File: config.mk
export PLATFORM = sky130hd
export DESIGN_NAME = booth_division
export DESIGN_NICKNAME = d
export VERILOG_FILES = /design/src/rtl/booth_division.sv
export SDC_FILE = /design/constraint.sdc
export NUM_CORES = 1
export LEC_CHECK = 0
export ABC_AREA = 0
export BUFFER_PORTS_ARGS = -buffer_cell sky130_fd_sc_hd__buf_2
export CORE_AREA = 2 2 95 106
export DETAILED_ROUTE_END_ITERATION = 16
export DIE_AREA = 0 0 97 108
export PLACE_DENSITY_LB_ADDON = 0.3
export SLEW_MARGIN = 25
export SYNTH_ARGS = -nofsm -noshare
export SYNTH_HDL_FRONTEND = slang
export SYNTH_SLANG_ARGS = --single-unit
File: constraint.sdc
create_clock -name clk -period 3.6 [get_ports clk]
set_input_delay 0.18 -clock clk [delete_from_list [all_inputs] [get_ports clk]]
set_output_delay 0.18 -clock clk [all_outputs]
set_load 0.03 [all_outputs]
File: src/rtl/booth_division.sv
// Sequential signed divider: non-restoring magnitude division, one quotient bit
// per clock, followed by a sign/remainder fix-up cycle and a one-cycle done pulse.
module booth_division #(
  parameter int WIDTH = 8
) (
  input  logic             clk,
  input  logic             rst_n,
  input  logic             start,
  input  logic [WIDTH-1:0] dividend,
  input  logic [WIDTH-1:0] divisor,
  output logic [WIDTH-1:0] quotient,
  output logic [WIDTH-1:0] remainder,
  output logic             busy,
  output logic             done,
  output logic             div_by_zero,
  output logic             overflow
);

  localparam int              CW       = (WIDTH > 1) ? $clog2(WIDTH) : 1;
  localparam logic [CW-1:0]   LAST     = CW'(WIDTH - 1);
  localparam logic [WIDTH-1:0] MOST_NEG = {1'b1, {(WIDTH-1){1'b0}}};

  typedef enum logic [1:0] {
    IDLE = 2'd0,
    CALC = 2'd1,
    FIX  = 2'd2,
    DONE = 2'd3
  } state_e;

  state_e           state_q, state_d;
  logic [CW-1:0]    count_q;
  logic [WIDTH:0]   a_q;
  logic [WIDTH-1:0] q_q;
  logic [WIDTH:0]   m_q;
  logic             sd_q, sv_q, ovf_pend_q;
  logic [WIDTH-1:0] quotient_q, remainder_q;
  logic             dbz_q, ovf_q;

  logic [WIDTH-1:0] dvd_abs, dvs_abs;
  logic             div_zero;
  logic [WIDTH:0]   a_sh, a_step;
  logic [WIDTH-1:0] rem_mag, q_res, r_res;

  // |MOST_NEG| comes out as 2**(WIDTH-1) read unsigned, so no extra bit is needed here
  assign dvd_abs  = dividend[WIDTH-1] ? -dividend : dividend;
  assign dvs_abs  = divisor[WIDTH-1]  ? -divisor  : divisor;
  assign div_zero = (divisor == '0);

  assign a_sh    = {a_q[WIDTH-1:0], q_q[WIDTH-1]};
  assign a_step  = a_sh[WIDTH] ? (a_sh + m_q) : (a_sh - m_q);
  // Final remainder magnitude is below |divisor|, so the low WIDTH bits suffice
  assign rem_mag = a_q[WIDTH] ? (a_q[WIDTH-1:0] + m_q[WIDTH-1:0]) : a_q[WIDTH-1:0];
  assign q_res   = (sd_q ^ sv_q) ? -q_q : q_q;
  assign r_res   = sd_q ? -rem_mag : rem_mag;

  always_ff @(posedge clk or negedge rst_n) begin
    if (!rst_n) begin
      state_q <= IDLE;
    end else begin
      state_q <= state_d;
    end
  end

  always_comb begin
    state_d = state_q;
    busy    = 1'b0;
    done    = 1'b0;
    case (state_q)
      IDLE: if (start) state_d = div_zero ? DONE : CALC;
      CALC: begin
        busy = 1'b1;
        if (count_q == LAST) state_d = FIX;
      end
      FIX: begin
        busy    = 1'b1;
        state_d = DONE;
      end
      DONE: begin
        done    = 1'b1;
        state_d = IDLE;
      end
      default: state_d = IDLE;
    endcase
  end

  always_ff @(posedge clk or negedge rst_n) begin
    if (!rst_n) begin
      count_q     <= '0;
      a_q         <= '0;
      q_q         <= '0;
      m_q         <= '0;
      sd_q        <= 1'b0;
      sv_q        <= 1'b0;
      ovf_pend_q  <= 1'b0;
      quotient_q  <= '0;
      remainder_q <= '0;
      dbz_q       <= 1'b0;
      ovf_q       <= 1'b0;
    end else begin
      case (state_q)
        IDLE: begin
          if (start) begin
            if (div_zero) begin
              quotient_q  <= '1;
              remainder_q <= dividend;
              dbz_q       <= 1'b1;
              ovf_q       <= 1'b0;
            end else begin
              count_q    <= '0;
              a_q        <= '0;
              q_q        <= dvd_abs;
              m_q        <= {1'b0, dvs_abs};
              sd_q       <= dividend[WIDTH-1];
              sv_q       <= divisor[WIDTH-1];
              ovf_pend_q <= (dividend == MOST_NEG) && (divisor == '1);
            end
          end
        end
        CALC: begin
          a_q     <= a_step;
          q_q     <= {q_q[WIDTH-2:0], ~a_step[WIDTH]};
          count_q <= count_q + 1'b1;
        end
        FIX: begin
          quotient_q  <= q_res;
          remainder_q <= r_res;
          dbz_q       <= 1'b0;
          ovf_q       <= ovf_pend_q;
        end
        default: ;
      endcase
    end
  end

  assign quotient    = quotient_q;
  assign remainder   = remainder_q;
  assign div_by_zero = dbz_q;
  assign overflow    = ovf_q;

endmodule

==> flow_summary_export.csv, run 1 <==
group,metric,value,unit
status,status,"completed",
drt,routed_wl,8.55,mm
placed_design,gp_congestion,0.844,
critical_path,endpoint_kind,"register",
critical_path,critPathTopFamily,"compound AO/OA/AOI/OAI gates",
clocking,numCtsBuffers,5,
synthesis,synth_top_area_cell,"dfrtp_1",
synthesis,synthCells,440,
die,dieArea,10500,sq um
placed_design,dpl.hpwl,6.75,mm
synthesis,async_reset_ff_frac,1.00,
sta,period_share,0.774,
pwr,power_frac_seq,0.278,
finish,syn_to_final_growth,11.0,%
pwr,p_total,3960,uW
synthesis,synth_fp_nets,489,
sta,hold_viol,0,
clocking,cts_tree,"done",
die,fp.dieH,108,um
critical_path,cp_num_buf_inv,0,
sta,tightest_slew,0.753,ns
synthesis,syn-cell-area,3680,sq um
synthesis,synth_top_area_share,0.347,
min_path,hold_start,"divisor[0]",
critical_path,critPathMaxStageDelay,0.48,ns
min_path,hp-class,"primary input to register",
critical_path,worstPathCellList,"ha_1 -> fa_1 -> a211o_1 -> a21oi_1 -> o221ai_1 -> a32oi_1 -> a31oi_1 -> or4b_1 -> nand3_1",
critical_path,r2r-start,"a_q[0]$_DFFE_PN0P_",
die,placeableCoreArea,9310,sq um
clocking,cts_setup_buffers,0,
critical_path,cp.required,3.85,ns
critical_path,cp_slowest_cell,"or4b_1",
synthesis,yosysWarnings,0,
synthesis,synth_cell_types,52,
finish,layout_common_cells,"51 x dfrtp_1, 49 x nand2_1, 45 x nor2_1",
synthesis,yosys_register_bits,51,
clocking,cts_root_buf,"clkbuf_8",
clocking,cts.htree.levels,2,
sta,setup-tns-final,0,ns
critical_path,arrival,3.03,ns
die,ios,39,
die,die_x,97,um
pwr,clkPwrFrac,0.091,
drt,first_pass_iters,4,
die,start_util,0.396,
global_routing,track_usage,0.170,
die,rows,37,
synthesis,synth-edff-count,0,
global_routing,grt_antenna_before_repair,0,
synthesis,synth-main-ff-cell,"dfrtp_1",
synthesis,synthTopCellsByArea,"dfrtp_1 35%, ha_1 9.5%, o21ai_0 5.3%",
clocking,clockBufferDepth,2,
clocking,clk_latency,0.30,ns
pwr,p_switching,1970,uW
global_routing,grt_max_degree,33,
critical_path,cp-start-kind,"register",
clocking,path_clk_slew,0.10,ns
placed_design,place_area,3970,sq um
sta,skew,0.00643,ns
critical_path,crit_fanout,6,
synthesis,yosysSeqAreaShare,0.347,
pwr,power.internal,1980,uW
finish,antenna_cells,0,
pwr,comb_power_share,0.631,
job,maxCapViolCount,0,
drt,drc,0,
drt,vias,3169,
global_routing,grt_pass1_vias,3093,
clocking,ctsResizeCount,0,
drt,wl_per_cell,14.5,um
finish,final_area,4090,sq um
finish,fill_cells,912,
global_routing,overflow,0,
drt,ant_nets,0,
pwr,power_density,968,nW/um^2
pwr,switching_share,0.499,
sta,fmax,0.359,GHz
synthesis,postSynthAreaPerCell,8.37,sq um
sta,finalWorstPathRequiredPeriod,2.79,ns
pwr,power.leakage,0.00178,uW
clocking,clock_sinks,51,
sta,rsz0062_at_grt,"no",
critical_path,crit_path_start,"a_q[0]$_DFFE_PN0P_",
sta,setup_viol,0,
critical_path,worstSetupPathType,"register to register",
drt,dr.first_iter.drc_count,163,
finish,finalNetCount,521,
sta,slew_headroom,0.498,
global_routing,grt_pass1_wl,14.6,mm
drt,via_per_inst,5.37,
pwr,vdd_drop_max,0.567,mV
placed_design,port_buffers,38,
finish,layout-drive-gt1-share,0.135,
sta,drv_slew,0,
finish,final_common_cell,"dfrtp_1",
[routing by layer]
| layer | track usage | vias to the layer above | share of wire |
|---|---|---|---|
| met5 | 0 | - | 0 |
| met3 | 0.0310 | 11 | 0.049 |
| met1 | 0.228 | 1482 | 0.48 |
| met2 | 0.282 | 74 | 0.45 |
| met4 | 0.0493 | 0 | 0.021 |
| li1 | - | 1602 | - |
[synthesized netlist by cell type (all sizes together), types with 6 or more instances]
master   n
ha      28
nor2b    9
mux2i    9
nor2    45
clkbuf  12
inv     26
nand3    9
o21ai   39
nand2   49
a31oi   13
dfrtp   51
xnor2   15
xor2    17
nor3    13
buf      7
a21oi   34
nand2b   6
[worst register-to-register path, stage by stage (launching register included)]
cell	delay, ns
dfrtp_1	0.47
ha_1	0.27
fa_1	0.42
a211o_1	0.29
a21oi_1	0.18
o221ai_1	0.16
a32oi_1	0.25
a31oi_1	0.13
or4b_1	0.48
nand3_1	0.08
[cells by family (layout without fill, tap and decap cells)]
| family | after synthesis | after routing | synth area share |
|---|---|---|---|
| simple gates | 159 | 159 | 0.210 |
| compound gates | 111 | 111 | 0.178 |
| flops | 51 | 51 | 0.347 |
| buf+inv | 45 | 78 | 0.0499 |
| xor+xnor | 32 | 32 | 0.0761 |
| fa+ha+maj | 30 | 30 | 0.106 |
| mux | 12 | 12 | 0.0336 |
[timing repair]
action                                  CTS  global route
endpoints found under the setup margin    0             0
hold buffers                              1             0
endpoints found under the hold margin    31             0
[flip-flops by register name, indices dropped and copies added, names as in the netlist]
| register | cells |
|---|---|
| remainder | 8 |
| count_q | 3 |
| q_q | 8 |
| sv_q | 1 |
| a_q | 9 |
| state_q | 2 |
| ovf_pend_q | 1 |
| div_by_zero | 1 |
| overflow | 1 |
| sd_q | 1 |
| quotient | 8 |
| m_q | 8 |
[power groups by stage]
| stage | combinational, uW | sequential, uW | clock [uW] |
|---|---|---|---|
| 2_1_floorplan | 1870 | 1170 | 0 |
| 3_3_place_gp | 2450 | 1100 | 0 |
| 3_5_place_dp | 2500 | 1110 | 0 |
| 4_1_cts | 2510 | 1100 | 372 |
| 5_1_grt | 2840 | 1130 | 395 |
| 6_report | 2500 | 1100 | 359 |
[area by class of cell]
type                    count  area (sq um)  share of cell area
clock inverters             2          16.3             0.00398
inverters                  26          97.6              0.0239
clock buffers               6          82.6              0.0202
well taps                 117           146              0.0358
repair buffers             44           238              0.0581
flip-flops and latches     51          1280               0.312
multi-input cells         344          2230               0.546
[worst paths after layout]
path                                            endpoint  slack, ns  cells after the start
worst max register to register  remainder[6]$_DFFE_PN0P_       0.81                      9
worst max-delay path            remainder[6]$_DFFE_PN0P_       0.81                      9
worst min register to register      overflow$_DFFE_PN0P_       0.47                      2
worst min-delay path                  m_q[0]$_DFFE_PN0P_       0.14                      3
max in group asynchronous        quotient[2]$_DFFE_PN0P_       2.37                      3
min in group asynchronous             m_q[6]$_DFFE_PN0P_       0.47                      2
[per-stage QoR]
stage | hold WS [ns] | setup WS, ns | utilization | instances
6_report | 0.141 | 0.812 | 0.439 | 590
2_1_floorplan | -0.116 | 1.09 | - | 440
5_1_grt | 0.195 | 0.599 | 0.439 | 590
4_1_cts | 0.140 | 0.813 | 0.439 | 590
3_3_place_gp | 0.293 | 0.910 | 0.427 | 581
3_5_place_dp | 0.303 | 0.846 | 0.427 | 581
No activity file was read; power rests on OpenSTA's default activity.
==> inputs of run 2 (changes only) <==
- ABC_AREA: 0 -> 1
- clock period: 3.6 -> 2.6 ns (I/O delays scaled with it)
==> run 2 against run 1 <==
Against the previous run:
- routed wire length up 6.2%
- first-iteration DRC count up 50%
- sequential power up 27%
- cell count up 12%
- critical path depth up 5
- clock power up 91%
- setup slack worse by 0.66 ns
- clock skew up 0.00067 ns
==> flow_summary_export.csv, run 2 <==
group,metric,value,unit
critical_path,critPathMaxStageDelay,0.45,ns
finish,layout_common_cells,"135 x nand2_1, 57 x inv_1, 50 x dfrtp_1",
drt,dr.first_iter.drc_count,245,
critical_path,regToRegSetupSlack,0.15,ns
sta,period_share,0.942,
synthesis,syn-cell-area,3650,sq um
sta,slew_headroom,0.496,
drt,via_per_inst,5.14,
pwr,vdd_drop_max,0.882,mV
die,dieArea,10500,sq um
critical_path,cp_slowest_cell,"fa_1",
drt,drc,0,
clocking,path_clk_slew,0.10,ns
finish,fill_cells,899,
clocking,cts_setup_buffers,0,
critical_path,endpoint_kind,"register",
critical_path,r2r_cells,14,
global_routing,grt_pass1_vias,3269,
critical_path,arrival,2.66,ns
sta,hold_viol,0,
die,die_x,97,um
job,maxCapViolCount,0,
critical_path,crit_path_start,"m_q[0]$_DFFE_PN0P_",
finish,largest_register_ffs,9,
status,status,"completed",
pwr,power_frac_seq,0.243,
pwr,clkPwrFrac,0.119,
global_routing,grt_antenna_before_repair,0,
die,ios,39,
sta,tightest_slew,0.756,ns
critical_path,crit_fanout,5,
synthesis,synth_fp_nets,543,
placed_design,dpl.hpwl,7.12,mm
sta,setup_viol,0,
placed_design,gp_congestion,0.890,
critical_path,cp-start-kind,"register",
global_routing,grt_pass1_wl,15.5,mm
clocking,numCtsBuffers,5,
critical_path,r2r-start,"m_q[0]$_DFFE_PN0P_",
finish,post-route-util,0.451,
drt,routed_wl,9.08,mm
die,rows,37,
finish,layout-drive-gt1-share,0.134,
synthesis,ys_top_cells_by_count,"135 x nand2_1, 57 x inv_1, 51 x dfrtp_1, 39 x nor2_1, 30 x nand3_1",
sta,drv_slew,0,
finish,syn_to_final_growth,14.9,%
finish,largest-register,"a_q",
die,placeableCoreArea,9310,sq um
drt,wl_per_cell,13.7,um
synthesis,synth_cell_types,35,
critical_path,crit_path_frequent_cell,"nand2_1",
synthesis,synth_top_area_cell,"dfrtp_1",
min_path,hp-class,"primary input to register",
die,fp.dieH,108,um
pwr,switching_share,0.508,
finish,antenna_cells,0,
sta,setup-tns-final,0,ns
drt,vias,3398,
clocking,clk_latency,0.31,ns
synthesis,yosysWarnings,0,
sta,fmax,0.409,GHz
critical_path,cp.required,2.81,ns
global_routing,track_usage,0.179,
pwr,p_switching,2930,uW
finish,final_common_cell,"nand2_1",
clocking,cts_tree,"done",
finish,finalNetCount,592,
clocking,clockBufferDepth,2,
synthesis,synth_top_area_share,0.349,
sta,skew,0.00710,ns
critical_path,worstSetupPathType,"register to register",
pwr,power.leakage,0.00214,uW
critical_path,crit_path_end,"remainder[6]$_DFFE_PN0P_",
synthesis,synth-edff-count,0,
synthesis,synth_most_common_cell,"nand2_1",
clocking,clock_sinks,51,
synthesis,postSynthAreaPerCell,7.40,sq um
synthesis,async_reset_ff_frac,1.00,
pwr,comb_power_share,0.638,
global_routing,overflow,0,
sta,finalWorstPathRequiredPeriod,2.45,ns
drt,first_pass_iters,5,
critical_path,rr_endpoint,"remainder[6]$_DFFE_PN0P_",
clocking,cts.htree.levels,2,
synthesis,synthTopCellsByArea,"dfrtp_1 35%, nand2_1 14%, ha_1 9.6%",
global_routing,grt_max_degree,34,
synthesis,synth-main-ff-cell,"dfrtp_1",
synthesis,synthCells,494,
drt,ant_nets,0,
synthesis,yosysSeqAreaShare,0.349,
synthesis,yosys_register_bits,51,
pwr,power_density,1370,nW/um^2
placed_design,port_buffers,38,
die,start_util,0.393,
critical_path,worstPathCellList,"buf_4 -> ha_1 -> fa_1 -> o21ai_2 -> ha_1 -> inv_1 -> nor2_1 -> nand3_1 -> nor2_1 -> nand2_1 -> nand3_1 -> nand2_1 -> o21ai_2 -> nand2_1",
pwr,power.internal,2840,uW
clocking,cts_root_buf,"clkbuf_8",
==> run 2: worst min-delay path by stage <==
stage                                          to  startpoint  slack (ns)  depth (start not counted)
after detailed placement  div_by_zero$_DFFE_PN0P_       rst_n        0.25                          1
after global placement    div_by_zero$_DFFE_PN0P_       rst_n        0.25                          1
after global routing           m_q[7]$_DFFE_PN0P_  divisor[6]        0.06                          2
after CTS                      m_q[7]$_DFFE_PN0P_  divisor[6]        0.05                          2
after floorplan                a_q[0]$_DFFE_PN0P_       rst_n       -0.17                          0
final                          m_q[7]$_DFFE_PN0P_  divisor[6]        0.06                          2
==> run 2: repair_timing <==
item | 4_1_cts | 5_1_grt
endpoints found under the hold margin | 31 | 0
resized for setup | 0 | 8
endpoints found under the setup margin | 0 | 8
hold buffers | 1 | 0
==> run 2: area by class of cell <==
type / count / area (sq um) / share of cell area
clock inverters: 3 / 71.3 / 0.0170
flip-flops and latches: 51 / 1280 / 0.304
well taps: 117 / 146 / 0.0349
inverters: 62 / 233 / 0.0554
multi-input cells: 371 / 2100 / 0.501
clock buffers: 5 / 68.8 / 0.0164
repair buffers: 52 / 298 / 0.0709
==> run 2: power by group through the flow <==
stage               sequential, uW  clock [uW]  combinational (uW)
floorplan                     1520           0                2590
global placement              1400           0                3550
detailed placement            1410           0                3610
CTS                           1390         692                3640
global route                  1450         726                4180
finish                        1400         684                3680
==> run 2: critical path: cells and delay by family (launching register included) <==
| kind | cells | cell delay [ns] |
|---|---|---|
| AOI/OAI and AO/OA | 2 | 0.31 |
| adders and majority gates | 3 | 0.83 |
| buffers and inverters | 2 | 0.22 |
| DFF | 1 | 0.39 |
| and+or+nand+nor | 7 | 0.60 |
==> run 2: metal layers <==
metal,GRT usage,up-vias,share of wire
met3,0.0200,13,0.039
met5,0,-,0
met4,0.0533,0,0.017
met2,0.301,95,0.46
met1,0.246,1572,0.48
li1,-,1718,-
==> run 2: through the flow <==
step	cells	area, sq um	hold slack [ns]	setup slack (ns)	power [uW]
2_1_floorplan	494	3650	-0.166	0.213	4110
3_3_place_gp	652	4040	0.246	0.139	4940
3_5_place_dp	652	4040	0.251	0.0724	5020
4_1_cts	661	4190	0.0488	0.0504	5720
5_1_grt	661	4200	0.0613	-0.0115	6350
6_report	661	4200	0.0559	0.152	5760
==> run 2: cell families (layout without fill, tap and decap cells) <==
logic type,Yosys count,after routing,share of synthesized area
simple gates,219,219,0.248
compound gates,95,95,0.154
buf+inv,72,122,0.0777
flops,51,51,0.349
fa+ha+maj,30,30,0.107
xor+xnor,27,27,0.0647
==> inputs of run 3 (changes only) <==
- ABC_AREA: 1 -> 0
==> run 3 against run 2 <==
Against the previous run:
- first-iteration DRC count fell by 42%
- critical path depth fell by 5
- clock skew rose by 0.00068 ns
- final area rose by 3.1%
- critical path type unchanged
==> flow_summary_export.csv, run 3 (synthesized netlist as in run 1, its figures left out) <==
group,metric,value,unit
status,status,"completed",
sta,drv_slew,0,
sta,rsz0062_at_grt,"yes",
critical_path,endpoint_kind,"register",
critical_path,worstPathCellList,"ha_2 -> fa_2 -> a211o_1 -> a21oi_2 -> o221ai_2 -> a32oi_1 -> a31oi_1 -> or4b_1 -> nand3_1",
pwr,power.leakage,0.00190,uW
sta,tightest_slew,0.560,ns
finish,syn_to_final_growth,17.5,%
finish,largest_register_ffs,9,
clocking,cts_root_buf,"clkbuf_8",
global_routing,overflow,0,
pwr,p_total,5910,uW
die,start_util,0.396,
clocking,path_clk_slew,0.11,ns
drt,vias,3255,
sta,hold_viol,0,
placed_design,place_area,4100,sq um
global_routing,grt_antenna_before_repair,0,
sta,skew,0.00779,ns
die,dieArea,10500,sq um
die,placeableCoreArea,9310,sq um
finish,final_common_cell,"dfrtp_1",
placed_design,dpl.hpwl,7.05,mm
global_routing,grt_pass1_vias,3213,
placed_design,dp_cells,598,
drt,via_per_inst,5.33,
drt,drc,0,
clocking,cts.htree.levels,2,
clocking,numCtsBuffers,5,
placed_design,port_buffers,38,
drt,ant_nets,0,
drt,first_pass_iters,4,
critical_path,critPathTopFamily,"compound AO/OA/AOI/OAI gates",
finish,final_cells,611,
global_routing,grt_max_degree,33,
sta,fmax,0.392,GHz
placed_design,gp_congestion,0.914,
global_routing,grt_pass1_wl,15.3,mm
global_routing,track_usage,0.178,
pwr,power_density,1370,nW/um^2
finish,layout-drive-gt1-share,0.209,
critical_path,cp_slowest_cell,"or4b_1",
die,rows,37,
clocking,clockBufferDepth,2,
critical_path,arrival,2.81,ns
clocking,clock_sinks,51,
drt,wl_per_cell,14.9,um
critical_path,crit_fanout,3,
die,die_x,97,um
sta,finalWorstPathRequiredPeriod,2.55,ns
sta,setup_viol,0,
sta,period_share,0.981,
die,fp.dieH,108,um
clocking,cts_tree,"done",
drt,routed_wl,9.08,mm
die,ios,39,
finish,post-route-util,0.465,
finish,finalNetCount,542,
min_path,hp-class,"primary input to register",
critical_path,worstSetupPathType,"register to register",
finish,largest-register,"a_q",
finish,layout_common_cells,"51 x dfrtp_1, 49 x nand2_1, 45 x nor2_1",
sta,slew_headroom,0.624,
critical_path,critPathMaxStageDelay,0.47,ns
pwr,vdd_drop_max,0.726,mV
job,maxCapViolCount,0,
drt,dr.first_iter.drc_count,143,
clocking,clk_latency,0.32,ns
critical_path,cp_num_buf_inv,0,
finish,final_area,4330,sq um
critical_path,cp-start-kind,"register",
critical_path,cp.required,2.86,ns
finish,antenna_cells,0,
## run 3: cell types whose count changed in the layout (fill, tap and decap cells not counted), sizes merged, moves of 7 or more
| cell | change |
|---|---|
| buf | +13 |
| nor2b | +9 |
| xnor2 | +9 |
| inv | -35 |
| o211ai | -7 |
| a31oi | +9 |
| a21oi | +8 |
| nand2 | -86 |
| nand3 | -23 |
| mux2i | +9 |
## run 3: worst paths after layout
kind,from,end,slack (ns),cells past startpoint
hold reg to reg,overflow$_DFFE_PN0P_,overflow$_DFFE_PN0P_,0.48,2
setup / recovery,m_q[0]$_DFFE_PN0P_,remainder[6]$_DFFE_PN0P_,0.05,9
hold / removal,divisor[0],m_q[0]$_DFFE_PN0P_,0.09,3
max in group asynchronous,rst_n,remainder[0]$_DFFE_PN0P_,1.53,3
min in group asynchronous,rst_n,m_q[6]$_DFFE_PN0P_,0.28,2
setup reg to reg,m_q[0]$_DFFE_PN0P_,remainder[6]$_DFFE_PN0P_,0.05,9
## run 3: area by class of cell
| class | instances | area, sq um |
|---|---|---|
| fillers | 893 | 4980 |
| flip-flops and latches | 51 | 1280 |
| clock buffers | 5 | 68.8 |
| inverters | 26 | 97.6 |
| multi-input cells | 344 | 2320 |
| clock inverters | 3 | 27.5 |
| repair buffers | 65 | 395 |
| well taps | 117 | 146 |
## run 3: worst reg2reg max path: stages, from the launching register on
cell	delay, ns
dfrtp_1	0.41
ha_2	0.19
fa_2	0.34
a211o_1	0.34
a21oi_2	0.20
o221ai_2	0.12
a32oi_1	0.20
a31oi_1	0.13
or4b_1	0.48
nand3_1	0.08
## run 3: stage by stage
step	setup TNS, ns	setup WS, ns	hold WS (ns)
2_1_floorplan	0	0.0909	-0.166
3_3_place_gp	0	0.0290	0.113
3_5_place_dp	-0.00899	-0.00899	0.118
4_1_cts	0	0.00993	0.0897
5_1_grt	-0.114	-0.0617	0.103
6_report	0	0.0486	0.0949
## run 3: layer usage
layer / share of wire / wire length, um / vias up / track usage
li1: - / - / 1650 / -
met1: 0.48 / 4390 / 1527 / 0.242
met2: 0.46 / 4190 / 66 / 0.297
met3: 0.037 / 339 / 12 / 0.0278
met4: 0.018 / 163 / 0 / 0.0463
met5: 0 / 0 / - / 0
## run 3: repair_timing
action                     CTS  global route
setup buffers                1             3
gates resized for setup      3            22
hold endpoints to repair    19             0
pin swaps                    3             9
cloned                       0             0
setup endpoints to repair    5             8
hold buffers                 1             0
## run 3: power by group
group / switching (uW) / internal (uW)
sequential: 327 / 1130
combinational: 2290 / 1660
clock: 312 / 199
